===== src/rtl/instr_pack_loader_pkg.sv =====
// Shared definitions for the instruction packer/loader: word layout, FSM
// encoding and the field-packing helper.
package instr_pack_loader_pkg;

  localparam int INSTR_W  = 37;

  localparam int DATA_MSB = 36;
  localparam int DATA_LSB = 21;
  localparam int OPC_MSB  = 20;
  localparam int OPC_LSB  = 17;
  localparam int LI_BIT   = 16;
  localparam int RW_BIT   = 15;
  localparam int A1_MSB   = 14;
  localparam int A1_LSB   = 10;
  localparam int A2_MSB   = 9;
  localparam int A2_LSB   = 5;
  localparam int A3_MSB   = 4;
  localparam int A3_LSB   = 0;

  localparam logic [1:0] ST_IDLE = 2'd0;
  localparam logic [1:0] ST_LOAD = 2'd1;
  localparam logic [1:0] ST_DONE = 2'd2;

  typedef struct packed {
    logic [15:0] data;
    logic [3:0]  opcode;
    logic        load_imm;
    logic        rw;
    logic [4:0]  addr1;
    logic [4:0]  addr2;
    logic [4:0]  addr3;
  } instr_fields_t;

  function automatic logic [INSTR_W-1:0] pack_instr(input instr_fields_t f);
    logic [INSTR_W-1:0] w;
    w                    = '0;
    w[DATA_MSB:DATA_LSB] = f.data;
    w[OPC_MSB:OPC_LSB]   = f.opcode;
    w[LI_BIT]            = f.load_imm;
    w[RW_BIT]            = f.rw;
    w[A1_MSB:A1_LSB]     = f.addr1;
    w[A2_MSB:A2_LSB]     = f.addr2;
    w[A3_MSB:A3_LSB]     = f.addr3;
    return w;
  endfunction

endpackage


===== src/rtl/instr_pack_loader_sync_fifo.sv =====
// Small first-word-fall-through FIFO; head is valid whenever empty is low.
// Push and pop are each gated internally by full/empty of the current cycle.
module sync_fifo
  import instr_pack_loader_pkg::*;
#(
  parameter int WIDTH = INSTR_W,
  parameter int DEPTH = 4
) (
  input  logic             clk,
  input  logic             srst,
  input  logic             push,
  input  logic [WIDTH-1:0] push_data,
  input  logic             pop,
  output logic             full,
  output logic             empty,
  output logic [WIDTH-1:0] head
);

  localparam int AW = (DEPTH > 1) ? $clog2(DEPTH) : 1;
  localparam logic [AW:0] FULL_CNT = DEPTH[AW:0];

  logic [WIDTH-1:0] mem_reg [DEPTH];
  logic [AW-1:0]    wr_ptr_reg;
  logic [AW-1:0]    rd_ptr_reg;
  logic [AW:0]      count_reg;
  logic             do_push;
  logic             do_pop;

  assign full    = (count_reg == FULL_CNT);
  assign empty   = (count_reg == '0);
  assign do_push = push && !full;
  assign do_pop  = pop && !empty;
  assign head    = mem_reg[rd_ptr_reg];

  always_ff @(posedge clk) begin
    if (srst) begin
      wr_ptr_reg <= '0;
      rd_ptr_reg <= '0;
      count_reg  <= '0;
    end else begin
      if (do_push) wr_ptr_reg <= wr_ptr_reg + 1'b1;
      if (do_pop)  rd_ptr_reg <= rd_ptr_reg + 1'b1;
      count_reg <= count_reg + {{AW{1'b0}}, do_push} - {{AW{1'b0}}, do_pop};
    end
  end

  // Entries are cleared on reset so the head reads zero while idle.
  always_ff @(posedge clk) begin
    if (srst) begin
      for (int i = 0; i < DEPTH; i++) mem_reg[i] <= '0;
    end else if (do_push) begin
      mem_reg[wr_ptr_reg] <= push_data;
    end
  end

endmodule


===== src/rtl/instr_pack_loader.sv =====
// Packs decoded instruction fields into 37-bit words and streams them through
// a FIFO into consecutive program-memory addresses starting at base_addr.
module instr_pack_loader
  import instr_pack_loader_pkg::*;
#(
  parameter int DEPTH = 4,
  parameter int PM_AW = 8,
  parameter int CNT_W = 9
) (
  input  logic               clk,
  input  logic               reset,
  input  logic               start,
  input  logic [PM_AW-1:0]   base_addr,
  input  logic [CNT_W-1:0]   num_instr,
  input  logic               in_valid,
  output logic               in_ready,
  input  logic [15:0]        in_data,
  input  logic [3:0]         in_opcode,
  input  logic               in_load_imm,
  input  logic               in_rw,
  input  logic [4:0]         in_addr1,
  input  logic [4:0]         in_addr2,
  input  logic [4:0]         in_addr3,
  output logic               pm_we,
  input  logic               pm_ready,
  output logic [PM_AW-1:0]   pm_addr,
  output logic [INSTR_W-1:0] pm_wdata,
  output logic               busy,
  output logic               done
);

  localparam logic [CNT_W-1:0] CNT_ONE = {{(CNT_W-1){1'b0}}, 1'b1};

  logic [1:0]         state_reg;
  logic [1:0]         state_next;
  logic [CNT_W-1:0]   accept_cnt_reg;
  logic [CNT_W-1:0]   write_cnt_reg;
  logic [PM_AW-1:0]   wr_ptr_reg;
  instr_fields_t      fields;
  logic [INSTR_W-1:0] packed_word;
  logic [INSTR_W-1:0] fifo_head;
  logic               fifo_full;
  logic               fifo_empty;
  logic               in_fire;
  logic               wr_fire;
  logic               load_start;

  always_comb begin
    fields.data     = in_data;
    fields.opcode   = in_opcode;
    fields.load_imm = in_load_imm;
    fields.rw       = in_rw;
    fields.addr1    = in_addr1;
    fields.addr2    = in_addr2;
    fields.addr3    = in_addr3;
  end

  assign packed_word = pack_instr(fields);

  assign in_ready   = (state_reg == ST_LOAD) && !fifo_full && (accept_cnt_reg != '0);
  assign in_fire    = in_valid && in_ready;
  assign pm_we      = !fifo_empty;
  assign wr_fire    = pm_we && pm_ready;
  assign pm_addr    = wr_ptr_reg;
  assign pm_wdata   = fifo_head;
  assign busy       = (state_reg == ST_LOAD);
  assign done       = (state_reg == ST_DONE);
  assign load_start = (state_reg == ST_IDLE) && start && (num_instr != '0);

  sync_fifo #(
    .WIDTH (INSTR_W),
    .DEPTH (DEPTH)
  ) u_fifo (
    .clk       (clk),
    .srst      (reset),
    .push      (in_fire),
    .push_data (packed_word),
    .pop       (wr_fire),
    .full      (fifo_full),
    .empty     (fifo_empty),
    .head      (fifo_head)
  );

  always_comb begin
    state_next = state_reg;
    case (state_reg)
      ST_IDLE: if (start) state_next = (num_instr != '0) ? ST_LOAD : ST_DONE;
      // The last outstanding write completing is what ends the load.
      ST_LOAD: if (wr_fire && (write_cnt_reg == CNT_ONE)) state_next = ST_DONE;
      ST_DONE: state_next = ST_IDLE;
      default: state_next = ST_IDLE;
    endcase
  end

  always_ff @(posedge clk) begin
    if (reset) begin
      state_reg      <= ST_IDLE;
      accept_cnt_reg <= '0;
      write_cnt_reg  <= '0;
      wr_ptr_reg     <= '0;
    end else begin
      state_reg <= state_next;
      if (load_start) begin
        wr_ptr_reg     <= base_addr;
        accept_cnt_reg <= num_instr;
        write_cnt_reg  <= num_instr;
      end else begin
        if (in_fire) accept_cnt_reg <= accept_cnt_reg - 1'b1;
        if (wr_fire) begin
          wr_ptr_reg    <= wr_ptr_reg + 1'b1;
          write_cnt_reg <= write_cnt_reg - 1'b1;
        end
      end
    end
  end

endmodule


===== config.mk =====
export PLATFORM = sky130hd
export DESIGN_NAME = instr_pack_loader
export DESIGN_NICKNAME = d
export VERILOG_FILES = /design/src/rtl/instr_pack_loader_pkg.sv /design/src/rtl/instr_pack_loader_sync_fifo.sv /design/src/rtl/instr_pack_loader.sv
export SDC_FILE = /design/constraint.sdc
export NUM_CORES = 1
export LEC_CHECK = 0
export BUFFER_PORTS_ARGS = -buffer_cell sky130_fd_sc_hd__buf_2
export CAP_MARGIN = 40
export CELL_PAD_IN_SITES_DETAIL_PLACEMENT = 1
export CELL_PAD_IN_SITES_GLOBAL_PLACEMENT = 1
export CORE_ASPECT_RATIO = 0.8
export CORE_MARGIN = 8
export CORE_UTILIZATION = 25
export CTS_BUF_LIST = sky130_fd_sc_hd__clkbuf_4
export CTS_CLUSTER_SIZE = 25
export DETAILED_ROUTE_END_ITERATION = 7
export PLACE_DENSITY = 0.52
export SYNTH_ARGS = -nofsm -noshare
export SYNTH_HDL_FRONTEND = slang
export SYNTH_HIERARCHICAL = 1
export SYNTH_SLANG_ARGS = --single-unit

===== constraint.sdc =====
create_clock -name clk -period 14.2 [get_ports clk]
set_input_delay 1.42 -clock clk [delete_from_list [all_inputs] [get_ports clk]]
set_output_delay 1.42 -clock clk [all_outputs]
set_load 0.03 [all_outputs]

==> qor.txt <==
multiplexer share of the synthesized area -> 10.3%
ys flop type -> edfxtp_1
WL final -> 22200 um
xor/xnor share of the synthesized area -> 2.19%
Max-cap violations -> 0
min-delay worst type -> flip-flop to flip-flop
CTS tree -> done
Initial DRT Pass Iterations -> 4
H-Tree Depth -> 4
number of synthesized register bits -> 185
worst-margin pin slew -> 0.890 ns
r2r setup slk -> 11.02 ns
Worst Hold Margin -> 0.519 ns
post-synthesis adder-cell area fraction -> 1.13%
core area -> 33400 sq um
RSZ-0062 raised after global routing -> no
final critical-path share of the clock period -> 25.3%
max reg flops -> 148
register area share after synthesis -> 61.7%
pins over their slew limit -> 0
Setup Viol. Count Final -> 0
Num CTS Buffers -> 17
compound-gate portion of the synthesized area -> 4.46%
area post-placement -> 9520 sq um
largest net degree at the start of global routing -> 43
TNS Setup -> 0 ns
GRT Resource Usage Total -> 11.3%
Synth Area per Inst -> 14.4 sq um
Mapped Cells -> 582
Post-route DRC -> 0
Via density -> 4.44
asr flop ratio synth -> 0%
clock sinks -> 185
Req. time, crit path -> 12.78 ns
power density over cell area -> 122 nW/um^2
Peak Freq -> 278 MHz
Initial Util -> 25.2%
min Tclk post-route -> 3.59 ns
area grow syn2layout -> 16.8%
largest family of logic cells by synthesized area -> simple AND/OR/NAND/NOR gates
Post-DP HPWL -> 14400 um
I/O pins -> 108
final setup margin -> 10.61 ns
Antenna Nets Post-Route -> 0
Mapped Nets -> 648
DIE WIDTH -> 221 um
Die Ht -> 180 um
Fin. Hold Viols -> 0
multi-input logic area -> 3050 sq um
Simple-Gate Fraction of Synth Area -> 17.6%
post-CTS setup buffers -> 0
Post-synth EDFFs -> 148
Routed WL per cell -> 19.5 um
Filler cells -> 3592
FP Rows -> 60
kind of critical path -> flip-flop to output port
Clock transition at path regs -> 0.15 ns
die area -> 39800 sq um
initial antenna violation count -> 6
CP Max Fanout -> 5
first-pass GRT wire length -> 34500 um
nets -> 756
initial DRC count -> 216
Area contributors post-synth -> edfxtp_1, and2_1, mux4_2
Netlist cell types -> 57
vias -> 5052
Place WS -> 10.20 ns
CP startpoint kind -> flip-flop
largest area contributor in the synthesized netlist -> edfxtp_1
GPL Wtd Cong -> 0.774
Seq. cell area -> 5190 sq um
Pwr Total -> 1200 uW
vias in the first global route -> 5678
clk root buf -> clkbuf_4
Clock Skews -> 0.0247 ns
CP Capture Type -> output port
Congestion Overflow GR -> 0
status -> finished clean
mapped cell area -> 8410 sq um
Buffers on Ports -> 107
Max Root-Sink Buffers -> 2
ratio of cells with drive above 1 in the final layout -> 30.0%
fin area -> 9820 sq um
WP data arrival -> 2.17 ns
hold buffer count at cts -> 0
Max transition margin -> 40.5%
top-area cell type share of the netlist area -> 52.8%
Clk Latency, worst-skew pair -> 0.58 ns
Lkg Pwr -> 0.00358 uW
Synth top cells by count -> and2_1, edfxtp_1, dfxtp_1, mux4_2, nor2_1
Yosys warning total -> 6
Post-CTS Resized -> 0
Worst IR Drop VDD -> 0.0601 mV
cell type report:
type	instances	area share, %
Antenna cell	2	0.0509
Inverter	14	0.535
Tap cell	434	5.53
Sequential cell	185	52.8
Clock inverter	13	1.30
Multi-Input combinational cell	352	31.1
Timing Repair Buffer	120	7.23
Clock buffer	19	1.45
cell families after synthesis:
logic type	count (synthesis)
AOI/OAI and AO/OA	50
xor gates and xnor gates	21
adders and majority gates	7
buffers and inverters	45
DFF	185
muxes	40
and+or+nand+nor	234
path summary, 6_finish.rpt:
kind	start	endpoint	depth (start not counted)
hold reg to reg	u_fifo/rd_ptr_reg[1]	flip-flop	2
setup reg to reg	u_fifo/count_reg[1]	u_fifo/count_reg[2]	12
hold / removal	u_fifo/rd_ptr_reg[1]	flip-flop	2
setup / recovery	accept_cnt_reg[1]	in_ready	6
report_power, final:
| group | switching (uW) | internal [uW] | total (uW) |
|---|---|---|---|
| clock | 182 | 107 | 289 |
| combinational | 161 | 99.0 | 260 |
| sequential | 24.4 | 625 | 650 |
| total | 367 | 831 | 1200 |
metrics by stage:
stage          std cells  utilization, %
2_1_floorplan        582               -
3_3_place_gp        1100            28.2
3_5_place_dp        1104            28.5
4_1_cts             1136            29.3
5_1_grt             1138            29.4
6_report            1139            29.4
placed cells by master (no fill, tap or decap), types with 6 or more instances in the layout:
cell type  synthesis  routed
and2_1           148     148
nor2b_1            6       6
mux4_2            37      37
nand2_1            9       9
clkbuf_4           0      19
nor2_1            27      27
buf_2             13     107
edfxtp_1         148     148
buf_4              2       8
xnor2_1           11      11
a211oi_1          13      13
inv_1             13      13
a21oi_1           11      11
dfxtp_1           37      35
xor2_1            10      10
ha_1               6       6
worst max-delay path: stages, from the launching register on:
cell and delay (ns):
dfxtp_1 0.38, inv_1 0.07, ha_1 0.19, or4b_4 0.53, nor2_1 0.14, nor3b_1 0.07
buf_2 0.22
routing by layer:
layer	global-route usage [%]	routed length, um
met1	13.8	10000
met2	19.0	10800
met3	3.66	1090
met4	3.04	204
met5	0	55
Power figures use the tool's default switching activity.
